<file path="src/rtl/ram_arb_pkg.sv">
// ram_arb_pkg
// -----------------------------------------------------------------------------
// Shared types for the single-port RAM sequencer/arbiter:
//   arb_state_e  : sequencer state (clearing the RAM, or arbitrating)
//   arb_gnt_e    : grant / return-path tag (which port owns a RAM access)
//   starve_cnt_w : width of the starvation counter for a given limit
// -----------------------------------------------------------------------------
package ram_arb_pkg;

  typedef enum logic [0:0] {
    ST_CLEAR = 1'b0,
    ST_RUN   = 1'b1
  } arb_state_e;

  typedef enum logic [1:0] {
    GNT_NONE = 2'd0,
    GNT_VID  = 2'd1,
    GNT_CPU  = 2'd2
  } arb_gnt_e;

  // Bits needed to count 0..limit inclusive; never narrower than one bit.
  function automatic int starve_cnt_w(input int limit);
    if (limit < 1) begin
      return 1;
    end else begin
      return $clog2(limit + 1);
    end
  endfunction

endpackage

</file>
<file path="src/rtl/ram_arb_starve.sv">
// ram_arb_starve
// -----------------------------------------------------------------------------
// Saturating starvation counter for the CPU port. Counts arbitration edges the
// CPU was eligible for but lost; once the count reaches STARVE_LIMIT the force
// output goes high so the CPU wins the next edge it is eligible.
//
// Ports:
//   clock      in   system clock, rising edge
//   reset_n    in   asynchronous active-low reset
//   srst       in   synchronous clear (held while the RAM is being cleared)
//   grant_cpu  in   CPU granted this edge: counter returns to zero
//   lose_cpu   in   CPU eligible but not granted this edge: count up
//   force_cpu  out  counter has saturated at STARVE_LIMIT
// -----------------------------------------------------------------------------
module ram_arb_starve
  import ram_arb_pkg::*;
#(
  parameter int STARVE_LIMIT = 4
) (
  input  logic clock,
  input  logic reset_n,
  input  logic srst,
  input  logic grant_cpu,
  input  logic lose_cpu,
  output logic force_cpu
);

  localparam int CNT_W = starve_cnt_w(STARVE_LIMIT);
  localparam logic [CNT_W-1:0] LIMIT_C = CNT_W'(STARVE_LIMIT);

  logic [CNT_W-1:0] cnt_q;
  logic [CNT_W-1:0] cnt_d;

  // Next count: clear on grant or soft reset, otherwise saturating increment.
  always_comb begin
    cnt_d = cnt_q;
    if (srst || grant_cpu) begin
      cnt_d = '0;
    end else if (lose_cpu && (cnt_q != LIMIT_C)) begin
      cnt_d = cnt_q + CNT_W'(1);
    end else begin
      cnt_d = cnt_q;
    end
  end

  // Counter register.
  always_ff @(posedge clock or negedge reset_n) begin
    if (!reset_n) begin
      cnt_q <= '0;
    end else begin
      cnt_q <= cnt_d;
    end
  end

  assign force_cpu = (cnt_q == LIMIT_C);

endmodule

</file>
<file path="src/rtl/ram_1h_arbiter.sv">
// ram_1h_arbiter
// -----------------------------------------------------------------------------
// Sequencer and two-port arbiter in front of a single-port block RAM with a
// registered read port and write-through. After reset every location is
// written with CLEAR_VALUE; afterwards the port is shared between a video read
// port (fixed priority) and a CPU read/write port protected by a starvation
// guard.
//
// Response path: a request sampled at edge E0 is driven onto ram_* at E0, the
// RAM captures it at E1, and ram_q is registered into vid_q / cpu_rdata at E2,
// so vid_valid / cpu_ack are high for the cycle after E2. A two-stage tag
// pipeline remembers which port owns each returning ram_q.
//
// Ports:
//   clock, reset_n           clock and asynchronous active-low reset
//   busy                     high while the RAM is being cleared
//   vid_req/vid_addr         one-cycle video read request
//   vid_valid/vid_q          one-cycle video read response
//   vid_miss                 pulse: a video request was dropped for the CPU
//   cpu_req/cpu_we/cpu_addr/cpu_wdata  CPU request, held until cpu_ack
//   cpu_ack/cpu_rdata        one-cycle CPU completion, read or written data
//   ram_clken/ram_wren/ram_addr/ram_data  RAM controls (all registered)
//   ram_q                    RAM registered read data
// -----------------------------------------------------------------------------
module ram_1h_arbiter
  import ram_arb_pkg::*;
#(
  parameter int                ADDR_W       = 11,
  parameter int                DATA_W       = 8,
  parameter logic [DATA_W-1:0] CLEAR_VALUE  = '0,
  parameter int                STARVE_LIMIT = 4
) (
  input  logic              clock,
  input  logic              reset_n,
  output logic              busy,
  input  logic              vid_req,
  input  logic [ADDR_W-1:0] vid_addr,
  output logic              vid_valid,
  output logic [DATA_W-1:0] vid_q,
  output logic              vid_miss,
  input  logic              cpu_req,
  input  logic              cpu_we,
  input  logic [ADDR_W-1:0] cpu_addr,
  input  logic [DATA_W-1:0] cpu_wdata,
  output logic              cpu_ack,
  output logic [DATA_W-1:0] cpu_rdata,
  output logic              ram_clken,
  output logic              ram_wren,
  output logic [ADDR_W-1:0] ram_addr,
  output logic [DATA_W-1:0] ram_data,
  input  logic [DATA_W-1:0] ram_q
);

  // Sequencer state and clear progress.
  arb_state_e        state_q,     state_d;
  logic              busy_q,      busy_d;
  logic [ADDR_W-1:0] clr_cnt_q,   clr_cnt_d;
  logic              clr_last_q,  clr_last_d;

  // Issue stage (drives the RAM).
  logic              ram_clken_q, ram_clken_d;
  logic              ram_wren_q,  ram_wren_d;
  logic [ADDR_W-1:0] ram_addr_q,  ram_addr_d;
  logic [DATA_W-1:0] ram_data_q,  ram_data_d;

  // Ownership tags: stage 0 rides with ram_*, stage 1 with ram_q.
  arb_gnt_e          tag0_q,      tag0_d;
  arb_gnt_e          tag1_q,      tag1_d;

  // Response stage.
  logic              vid_valid_q, vid_valid_d;
  logic [DATA_W-1:0] vid_data_q,  vid_data_d;
  logic              vid_miss_q,  vid_miss_d;
  logic              cpu_ack_q,   cpu_ack_d;
  logic [DATA_W-1:0] cpu_rdata_q, cpu_rdata_d;

  // Arbitration results for the current edge.
  arb_gnt_e          gnt;
  logic              vid_drop;
  logic              cpu_in_flight;
  logic              cpu_eligible;
  logic              starve_force;

  // A CPU operation blocks a new CPU grant until its ack edge has passed.
  assign cpu_in_flight = (tag0_q == GNT_CPU) || (tag1_q == GNT_CPU);
  assign cpu_eligible  = (state_q == ST_RUN) && cpu_req && !cpu_in_flight;

  ram_arb_starve #(
    .STARVE_LIMIT (STARVE_LIMIT)
  ) u_starve (
    .clock     (clock),
    .reset_n   (reset_n),
    .srst      (state_q != ST_RUN),
    .grant_cpu (gnt == GNT_CPU),
    .lose_cpu  (cpu_eligible && (gnt != GNT_CPU)),
    .force_cpu (starve_force)
  );

  // Grant decision: video first, unless the starving CPU is forced through.
  always_comb begin
    gnt      = GNT_NONE;
    vid_drop = 1'b0;
    if (state_q == ST_RUN) begin
      if (cpu_eligible && (starve_force || !vid_req)) begin
        gnt      = GNT_CPU;
        vid_drop = vid_req;
      end else if (vid_req) begin
        gnt = GNT_VID;
      end else begin
        gnt = GNT_NONE;
      end
    end else begin
      gnt = GNT_NONE;
    end
  end

  // Next state, clear sequencing and the RAM issue stage.
  always_comb begin
    state_d     = state_q;
    busy_d      = busy_q;
    clr_cnt_d   = clr_cnt_q;
    clr_last_d  = clr_last_q;
    ram_clken_d = 1'b0;
    ram_wren_d  = 1'b0;
    ram_addr_d  = ram_addr_q;
    ram_data_d  = ram_data_q;
    tag0_d      = GNT_NONE;
    vid_miss_d  = 1'b0;
    case (state_q)
      ST_CLEAR: begin
        if (clr_last_q) begin
          // Top address already written: spend this edge entering RUN.
          state_d    = ST_RUN;
          busy_d     = 1'b0;
          clr_last_d = 1'b0;
          clr_cnt_d  = '0;
        end else begin
          ram_clken_d = 1'b1;
          ram_wren_d  = 1'b1;
          ram_addr_d  = clr_cnt_q;
          ram_data_d  = CLEAR_VALUE;
          clr_cnt_d   = clr_cnt_q + ADDR_W'(1);
          clr_last_d  = (clr_cnt_q == {ADDR_W{1'b1}});
        end
      end
      ST_RUN: begin
        tag0_d     = gnt;
        vid_miss_d = vid_drop;
        case (gnt)
          GNT_CPU: begin
            ram_clken_d = 1'b1;
            ram_wren_d  = cpu_we;
            ram_addr_d  = cpu_addr;
            ram_data_d  = cpu_wdata;
          end
          GNT_VID: begin
            ram_clken_d = 1'b1;
            ram_wren_d  = 1'b0;
            ram_addr_d  = vid_addr;
          end
          default: begin
            ram_clken_d = 1'b0;
            ram_wren_d  = 1'b0;
          end
        endcase
      end
      default: begin
        state_d    = ST_CLEAR;
        busy_d     = 1'b1;
        clr_cnt_d  = '0;
        clr_last_d = 1'b0;
      end
    endcase
  end

  // Return path: route ram_q to the port named by the second tag stage.
  always_comb begin
    tag1_d      = tag0_q;
    vid_valid_d = (tag1_q == GNT_VID);
    cpu_ack_d   = (tag1_q == GNT_CPU);
    if (tag1_q == GNT_VID) begin
      vid_data_d = ram_q;
    end else begin
      vid_data_d = vid_data_q;
    end
    if (tag1_q == GNT_CPU) begin
      cpu_rdata_d = ram_q;
    end else begin
      cpu_rdata_d = cpu_rdata_q;
    end
  end

  // All state and output registers; reset abandons anything in flight.
  always_ff @(posedge clock or negedge reset_n) begin
    if (!reset_n) begin
      state_q     <= ST_CLEAR;
      busy_q      <= 1'b1;
      clr_cnt_q   <= '0;
      clr_last_q  <= 1'b0;
      ram_clken_q <= 1'b0;
      ram_wren_q  <= 1'b0;
      ram_addr_q  <= '0;
      ram_data_q  <= '0;
      tag0_q      <= GNT_NONE;
      tag1_q      <= GNT_NONE;
      vid_valid_q <= 1'b0;
      vid_data_q  <= '0;
      vid_miss_q  <= 1'b0;
      cpu_ack_q   <= 1'b0;
      cpu_rdata_q <= '0;
    end else begin
      state_q     <= state_d;
      busy_q      <= busy_d;
      clr_cnt_q   <= clr_cnt_d;
      clr_last_q  <= clr_last_d;
      ram_clken_q <= ram_clken_d;
      ram_wren_q  <= ram_wren_d;
      ram_addr_q  <= ram_addr_d;
      ram_data_q  <= ram_data_d;
      tag0_q      <= tag0_d;
      tag1_q      <= tag1_d;
      vid_valid_q <= vid_valid_d;
      vid_data_q  <= vid_data_d;
      vid_miss_q  <= vid_miss_d;
      cpu_ack_q   <= cpu_ack_d;
      cpu_rdata_q <= cpu_rdata_d;
    end
  end

  assign busy      = busy_q;
  assign ram_clken = ram_clken_q;
  assign ram_wren  = ram_wren_q;
  assign ram_addr  = ram_addr_q;
  assign ram_data  = ram_data_q;
  assign vid_valid = vid_valid_q;
  assign vid_q     = vid_data_q;
  assign vid_miss  = vid_miss_q;
  assign cpu_ack   = cpu_ack_q;
  assign cpu_rdata = cpu_rdata_q;

endmodule

</file>
<file path="config.mk">
export PLATFORM = sky130hd
export DESIGN_NAME = ram_1h_arbiter
export DESIGN_NICKNAME = d
export VERILOG_FILES = /design/src/rtl/ram_arb_pkg.sv /design/src/rtl/ram_arb_starve.sv /design/src/rtl/ram_1h_arbiter.sv
export SDC_FILE = /design/constraint.sdc
export NUM_CORES = 1
export LEC_CHECK = 0
export BUFFER_PORTS_ARGS = -buffer_cell sky130_fd_sc_hd__buf_4
export CELL_PAD_IN_SITES_DETAIL_PLACEMENT = 0
export CELL_PAD_IN_SITES_GLOBAL_PLACEMENT = 1
export CORE_MARGIN = 4
export CORE_UTILIZATION = 39
export CTS_CLUSTER_SIZE = 14
export DETAILED_ROUTE_END_ITERATION = 8
export PLACE_DENSITY = 0.82
export SLEW_MARGIN = 40
export SYNTH_ARGS = -nofsm -noshare
export SYNTH_HDL_FRONTEND = slang
export SYNTH_SLANG_ARGS = --single-unit
export TNS_END_PERCENT = 10
</file>
<file path="constraint.sdc">
create_clock -name clock -period 2.9 [get_ports clock]
set_input_delay 0.29 -clock clock [delete_from_list [all_inputs] [get_ports clock]]
set_output_delay 0.29 -clock clock [all_outputs]
set_load 0.02 [all_outputs]
</file>
Yosys cells after proc, flatten, opt, wreduce, memory -nomap -nowiden
Cells that the tools add are included.
{"block": "word_totals", "regBits": 61, "in_bits": 43, "output_inout_bits": 41, "elab_cells": 69}
{"block": "classes", "addsub": 2, "n_eq_ne": 12, "n_mux": 23, "bitwise_logic": 1, "reduce_logical": 15}
{"cell": "case mux 11 bit (2 select lines)", "count": 2}
{"cell": "two-way mux 11 bit", "count": 2}
{"cell": "two-way mux 8 bit", "count": 2}
{"cell": "case mux 8 bit (2 select lines)", "count": 1}
{"cell": "adder 11 x 1 -> 11 bit, second input constant", "count": 1}
{"cell": "equality test 11 bit, second input constant", "count": 1}
{"cell": "two-way mux 1 bit", "count": 9}
{"cell": "equality test 2 bit, second input constant", "count": 3}
{"cell": "two-way mux 2 bit", "count": 3}
{"cell": "two-way mux 3 bit", "count": 2}
{"cell": "AND reduction 2 bit", "count": 3}
{"cell": "logical AND 1 bit", "count": 5}
{"cell": "equality test 2 x 1 -> 1 bit, second input constant", "count": 2}
{"cell": "!= test 2 bit, second input constant", "count": 2}
{"cell": "case mux 1 bit (2 select lines)", "count": 2}
{"cell": "adder 3 x 1 -> 3 bit, second input constant", "count": 1}
{"cell": "equality test 3 bit, second input constant", "count": 1}
{"cell": "logical OR 1 bit", "count": 3}
{"cell": "!= test 3 x 1 -> 1 bit, second input constant", "count": 1}
{"cell": "!= test 3 bit, second input constant", "count": 1}
{"cell": "logical NOT 1 bit", "count": 2}
{"cell": "!= test 2 x 1 -> 1 bit, second input constant", "count": 1}
{"cell": "nonzero test 2 bit", "count": 1}
{"cell": "OR reduction 2 bit", "count": 1}
{"cell": "inverter 1 bit", "count": 1}

Logic depth before layout (Yosys ltp)
{"block": "logic_depth", "depth_word": 12, "mapped_depth": 10, "ltp_nobuf": 8}

By module
Synthesis repeated with hierarchy kept, for this count alone.
{"block": "unflattened", "hier_cells": 254, "area_unflattened_um2": 2885.3}
{"module": "ram_1h_arbiter", "instances": 1, "cells_per_inst": 236, "area_each_um2": 2682.6, "seq_area_each_um2": 1452.6}
{"module": "ram_arb_starve", "instances": 1, "cells_per_inst": 18, "area_each_um2": 202.7, "seq_area_each_um2": 75.1}

Worst setup path before layout
No wires, ideal clock.
{"block": "synth_path", "kind": "register -> register", "startpoint": "register state_q", "endpoint": "register ram_addr_q[0] (netlist: ram_addr[0])", "setup_ns": 0.125, "arrival_time_ns": 2.126, "required_time_ns": 2.775, "slack_ns": 0.649, "stages_incl_launch_ff": 11, "path_buffers": 4, "period_less_slack_ns": 2.251, "cell_sequence": "dfrtp_1 buf_2 clkbuf_1 nand2_1 o21bai_1 ha_1 buf_2 nor2b_2 a21oi_1 buf_4 mux2_2"}
{"block": "synth_via", "elab_chain_cells": 8, "word_cells_on_any_way": 13, "classes_between": "eq/ne: 4; mux: 4; bitwise: 1; reduce/logical: 4"}
{"item": "start: declaration", "line_no": "ram_1h_arbiter.sv:55", "text": "arb_state_e state_q, state_d;"}
{"item": "start signal: assignment", "line_no": "ram_1h_arbiter.sv:212", "text": "state_q <= state_d;"}
{"item": "logical AND 1 bit (2 in a row)", "line_no": "ram_1h_arbiter.sv:86", "text": "assign cpu_eligible = (state_q == ST_RUN) && cpu_req && !cpu_in_flight;"}
{"item": "logical AND 1 bit", "line_no": "ram_1h_arbiter.sv:104", "text": "if (cpu_eligible && (starve_force || !vid_req)) begin"}
{"item": "two-way mux 2 bit", "line_no": "ram_1h_arbiter.sv:104"}
{"item": "two-way mux 2 bit", "line_no": "ram_1h_arbiter.sv:103", "text": "if (state_q == ST_RUN) begin"}
{"item": "equality test 2 x 1 -> 1 bit or equality test 2 bit (tied branches)", "line_no": "ram_1h_arbiter.sv:149", "text": "case (gnt)"}
{"item": "case mux 11 bit (2 select lines) or != test 3 x 1 -> 1 bit (tied branches)"}
{"item": "case mux 11 bit (2 select lines) or AND reduction 2 bit (tied branches)"}
{"item": "end signal: assignment", "line_no": "ram_1h_arbiter.sv:218", "text": "ram_addr_q <= ram_addr_d;"}
{"item": "end: declaration", "line_no": "ram_1h_arbiter.sv:63", "text": "logic [ADDR_W-1:0] ram_addr_q, ram_addr_d;"}
Several ways; a longest one is shown, not always the timed one.
A chain may end at the register's enable or synchronous reset.

Worst setup path after layout
{"block": "layout_path", "startpoint": "register u_starve.cnt_q[0]", "endpoint": "register ram_addr_q[8] (netlist: ram_addr[8])"}
{"block": "layout_via", "elab_chain_cells": 8, "word_cells_on_any_way": 11, "classes_between": "eq/ne: 4; mux: 4; reduce/logical: 3"}
{"item": "start: declaration", "line_no": "ram_arb_starve.sv:31", "text": "logic [CNT_W-1:0] cnt_q;"}
{"item": "start signal: assignment", "line_no": "ram_arb_starve.sv:51", "text": "cnt_q <= cnt_d;"}
{"item": "equality test 3 bit *", "line_no": "ram_arb_starve.sv:55", "text": "assign force_cpu = (cnt_q == LIMIT_C);"}
{"item": "logical OR 1 bit *", "line_no": "ram_1h_arbiter.sv:104"}
{"item": "logical AND 1 bit *", "line_no": "ram_1h_arbiter.sv:104"}
{"item": "two-way mux 2 bit *", "line_no": "ram_1h_arbiter.sv:104"}
{"item": "two-way mux 2 bit *", "line_no": "ram_1h_arbiter.sv:103"}
{"item": "equality test 2 x 1 -> 1 bit or equality test 2 bit (tied branches)", "line_no": "ram_1h_arbiter.sv:149"}
{"item": "case mux 11 bit (2 select lines) or != test 3 x 1 -> 1 bit (tied branches)"}
{"item": "case mux 11 bit (2 select lines) or AND reduction 2 bit (tied branches)"}
Mark *: on every way between the ends. The rest lies on a longest branch, timed or not.

==> key figures <==
Worst setup path
  – Crit path max fanout: 12
  – Critical path class: flop to flop
  – CP startpoint: u_starve.cnt_q[0]$_DFFE_PN0P_
  – Reg2Reg Launch Point: u_starve.cnt_q[0]$_DFFE_PN0P_
  – CP Capture Type: flop
  – Setup crit start kind: flop
  – Crit path DAT: 2.45 ns
  – Critical path required time: 3.11 ns
  – R2R cell count: 10

Pwr
  – Leak: 0.001788 uW
  – P per Cell Area: 461.2 mW/mm^2
  – Power Total: 1745 uW
  – Internal power: 1397 uW
  – Flop pwr share: 48.7%
  – Combinational Power Share: 3.8%
  – Psw: 348.4 uW
  – Switching fraction of total power: 19.96%
  – Maximum vdd drop: 0.1965 mV
  – Clock network power share: 47.4%

STA
  – Tightest Pin Transition: 0.7505 ns
  – Minimum clock period: 2.242 ns
  – Fin crit share: 77.32%
  – Final setup viols: 0
  – Endpoints failing hold: 0
  – Slew headroom: 49.87%
  – Clk_skew: 0.01404 ns
  – Final Max Tran Viols: 0
  – RSZ-0062 raised after global routing: no
  – Max frequency: 0.4460 GHz
  – TNS Setup: 0 ns
  – Final WS setup: 0.6578 ns

Synth
  – Yosys reg bits: 61
  – Syn nets: 305
  – Top cell type by total area after synthesis: dfrtp_1
  – Synthesized cell area: 0.002830 sq mm
  – Most frequent cell after synthesis: dfrtp_1
  – Post-synth top cells: dfrtp_1, nand2_1, mux2_2, a21oi_1, mux2i_1
  – Ys async rst share: 100.0%
  – Synth warn: 0
  – Netlist cell types: 36
  – Number of synthesized flops with an enable pin: 0
  – Mean Syn Cell Area: 11.01 sq um
  – Synth area leaders: dfrtp_1, mux2_2, mux2i_1
  – Mapped Cells: 257
  – Register area share after synthesis: 53.98%
  – Post-synth top area share: 53.05%
  – Ys flop type: dfrtp_1

GRT
  – GRT Util Overall: 14.88%
  – First-pass GRT wire length: 10190 um
  – Global route overflow: 0
  – Number of global-route vias before repair: 2139
  – Largest net degree at the start of global routing: 62
  – Initial antenna violation count: 0

Placement
  – Final HPWL DP: 4428 um
  – GPL Wtd Cong: 0.7438
  – IO buf count: 83
  – Pre-CTS setup slack: 0.6580 ns

Clock tree
  – TritonCTS clock tree: yes
  – CTS resizes: 0
  – Clk sink count: 61
  – TritonCTS Buffers: 9
  – Number of H-tree levels: 3
  – Worst-case clock buffer depth: 2
  – Root buffer cell: clkbuf_8
  – Hold Buf Count CTS: 0
  – CTS clk-pin slew, worst paths: 0.07 ns
  – Setup Buffers After CTS: 0
  – Worst-skew pair later-pin latency: 0.34 ns

Die
  – CORE AREA: 0.006907 sq mm
  – Die ar.: 0.008683 sq mm
  – Die X: 93.19 um
  – Chip height: 93.19 um
  – # rows: 30
  – Ports: 84
  – Initial core utilization: 40.98%

Route
  – DRT Pass-1 Iters: 4
  – Total number of vias: 2200
  – Drt first-iter violations: 74
  – WL per Instance: 13.82 um
  – Final wirelength: 6164 um
  – Drt drc: 0
  – DR vias/cell: 4.933
  – Final ANT Viol Nets: 0

Status
  – Outcome: finished clean

Cells and area
  – Fillers: 652
  – Layout cells sized above 1: 39.43%
  – Area growth syn-to-layout: 33.73%
  – ANT cells: 0
  – Final nets: 393
  – Reg area: 0.001528 sq mm
  – Multi-input gate area: 0.001207 sq mm

Worst hold path
  – Hold Path Class: input port to flop
  – Hold Startpoint: ram_q[3]
  – Hold Crit Depth: 3

Run
  – MaxCap Viol Count: 0
==> power groups by stage <==
stage	clock network, uW	registers [uW]	logic (uW)
floorplan	0	867	4.77
global placement	0	867	66.7
detailed placement	0	867	67.3
CTS	850	851	67.3
global route	895	850	74.3
finish	828	851	66.9
==> routing by layer <==
metal / GRT usage, % / part of all wire [%] / wire length, um / vias to the layer above
li1: - / - / - / 1074
met3: 5.149 / 5.7 / 353 / 9
met2: 24.30 / 48 / 2980 / 53
met4: 4.762 / 1.2 / 76 / 0
met1: 18.50 / 45 / 2754 / 1064
met5: 0 / 0 / 0 / -
==> through the flow <==
step | std cells | area (sq um) | util, % | hold WS [ns]
3_3_place_gp | 429 | 3553 | 51.45 | 0.3509
5_1_grt | 446 | 3785 | 54.80 | 0.1487
4_1_cts | 445 | 3771 | 54.60 | 0.04140
6_report | 446 | 3785 | 54.80 | 0.1544
3_5_place_dp | 429 | 3553 | 51.45 | 0.3547
2_1_floorplan | 257 | 2830 | - | -0.005591
==> flip-flops by register name (all words and copies together), names as in the netlist, 2 cells and up <==
name	cells
clr_cnt_q	11
cpu_rdata	8
ram_addr	11
ram_data	8
tag0_q	2
tag1_q	2
u_starve.cnt_q	3
vid_q	8
==> final cells by class <==
type	count	area share (%)
sequential	61	40.36
multi-input combinational	175	31.90
timing repair buffer	90	18.02
clock buffer	12	3.835
tap	96	3.174
clock inverter	4	1.917
inverter	8	0.7934
==> placed cells by master, fill, tap and decap left out, types with 2 or more instances in the layout <==
cell type / instances
nor2_1: 11
a21oi_1: 19
dfrtp_1: 60
o31ai_1: 3
o21ai_0: 9
and2_1: 4
clkbuf_8: 10
nor2b_1: 2
nand4_1: 2
nand2b_1: 3
a22o_1: 8
and4_1: 2
nand2_1: 41
clkbuf_1: 2
mux2_2: 27
nor3_1: 2
or3_2: 2
bufinv_16: 2
nand3_1: 5
inv_1: 7
mux2i_1: 17
or4_1: 3
ha_1: 5
buf_4: 88
==> logic make-up (layout without fill, tap and decap cells) <==
family | after synthesis | in the layout | synth area share (%)
AOI/OAI and AO/OA | 43 | 43 | 9.417
adders and majority gates | 5 | 5 | 2.210
muxes | 44 | 44 | 16.75
and+or+nand+nor | 83 | 83 | 14.28
DFF | 61 | 61 | 53.98
buffers and inverters | 21 | 114 | 3.360
==> worst paths after layout <==
kind / slack (ns) / to
max in group asynchronous: 2.01 / clr_cnt_q[10]$_DFFE_PN0N_
hold reg to reg: 0.37 / tag1_q[0]$_DFF_PN0_
hold / removal: 0.15 / cpu_rdata[3]$_DFFE_PN0P_
min in group asynchronous: 0.49 / vid_miss$_DFF_PN0_
setup / recovery: 0.66 / ram_addr[8]$_DFFE_PN0P_
setup reg to reg: 0.66 / ram_addr[8]$_DFFE_PN0P_
==> worst max-delay path, cell delays in order, from the launching register on <==
cell and delay [ns]:
dfrtp_1 0.38, inv_1 0.07, ha_1 0.21, nand2_1 0.16
o21ba_2 0.17, ha_1 0.15, buf_4 0.23, inv_1 0.06
a21oi_1 0.12, buf_4 0.22, mux2_2 0.36
(Power assumes the default switching activity.)
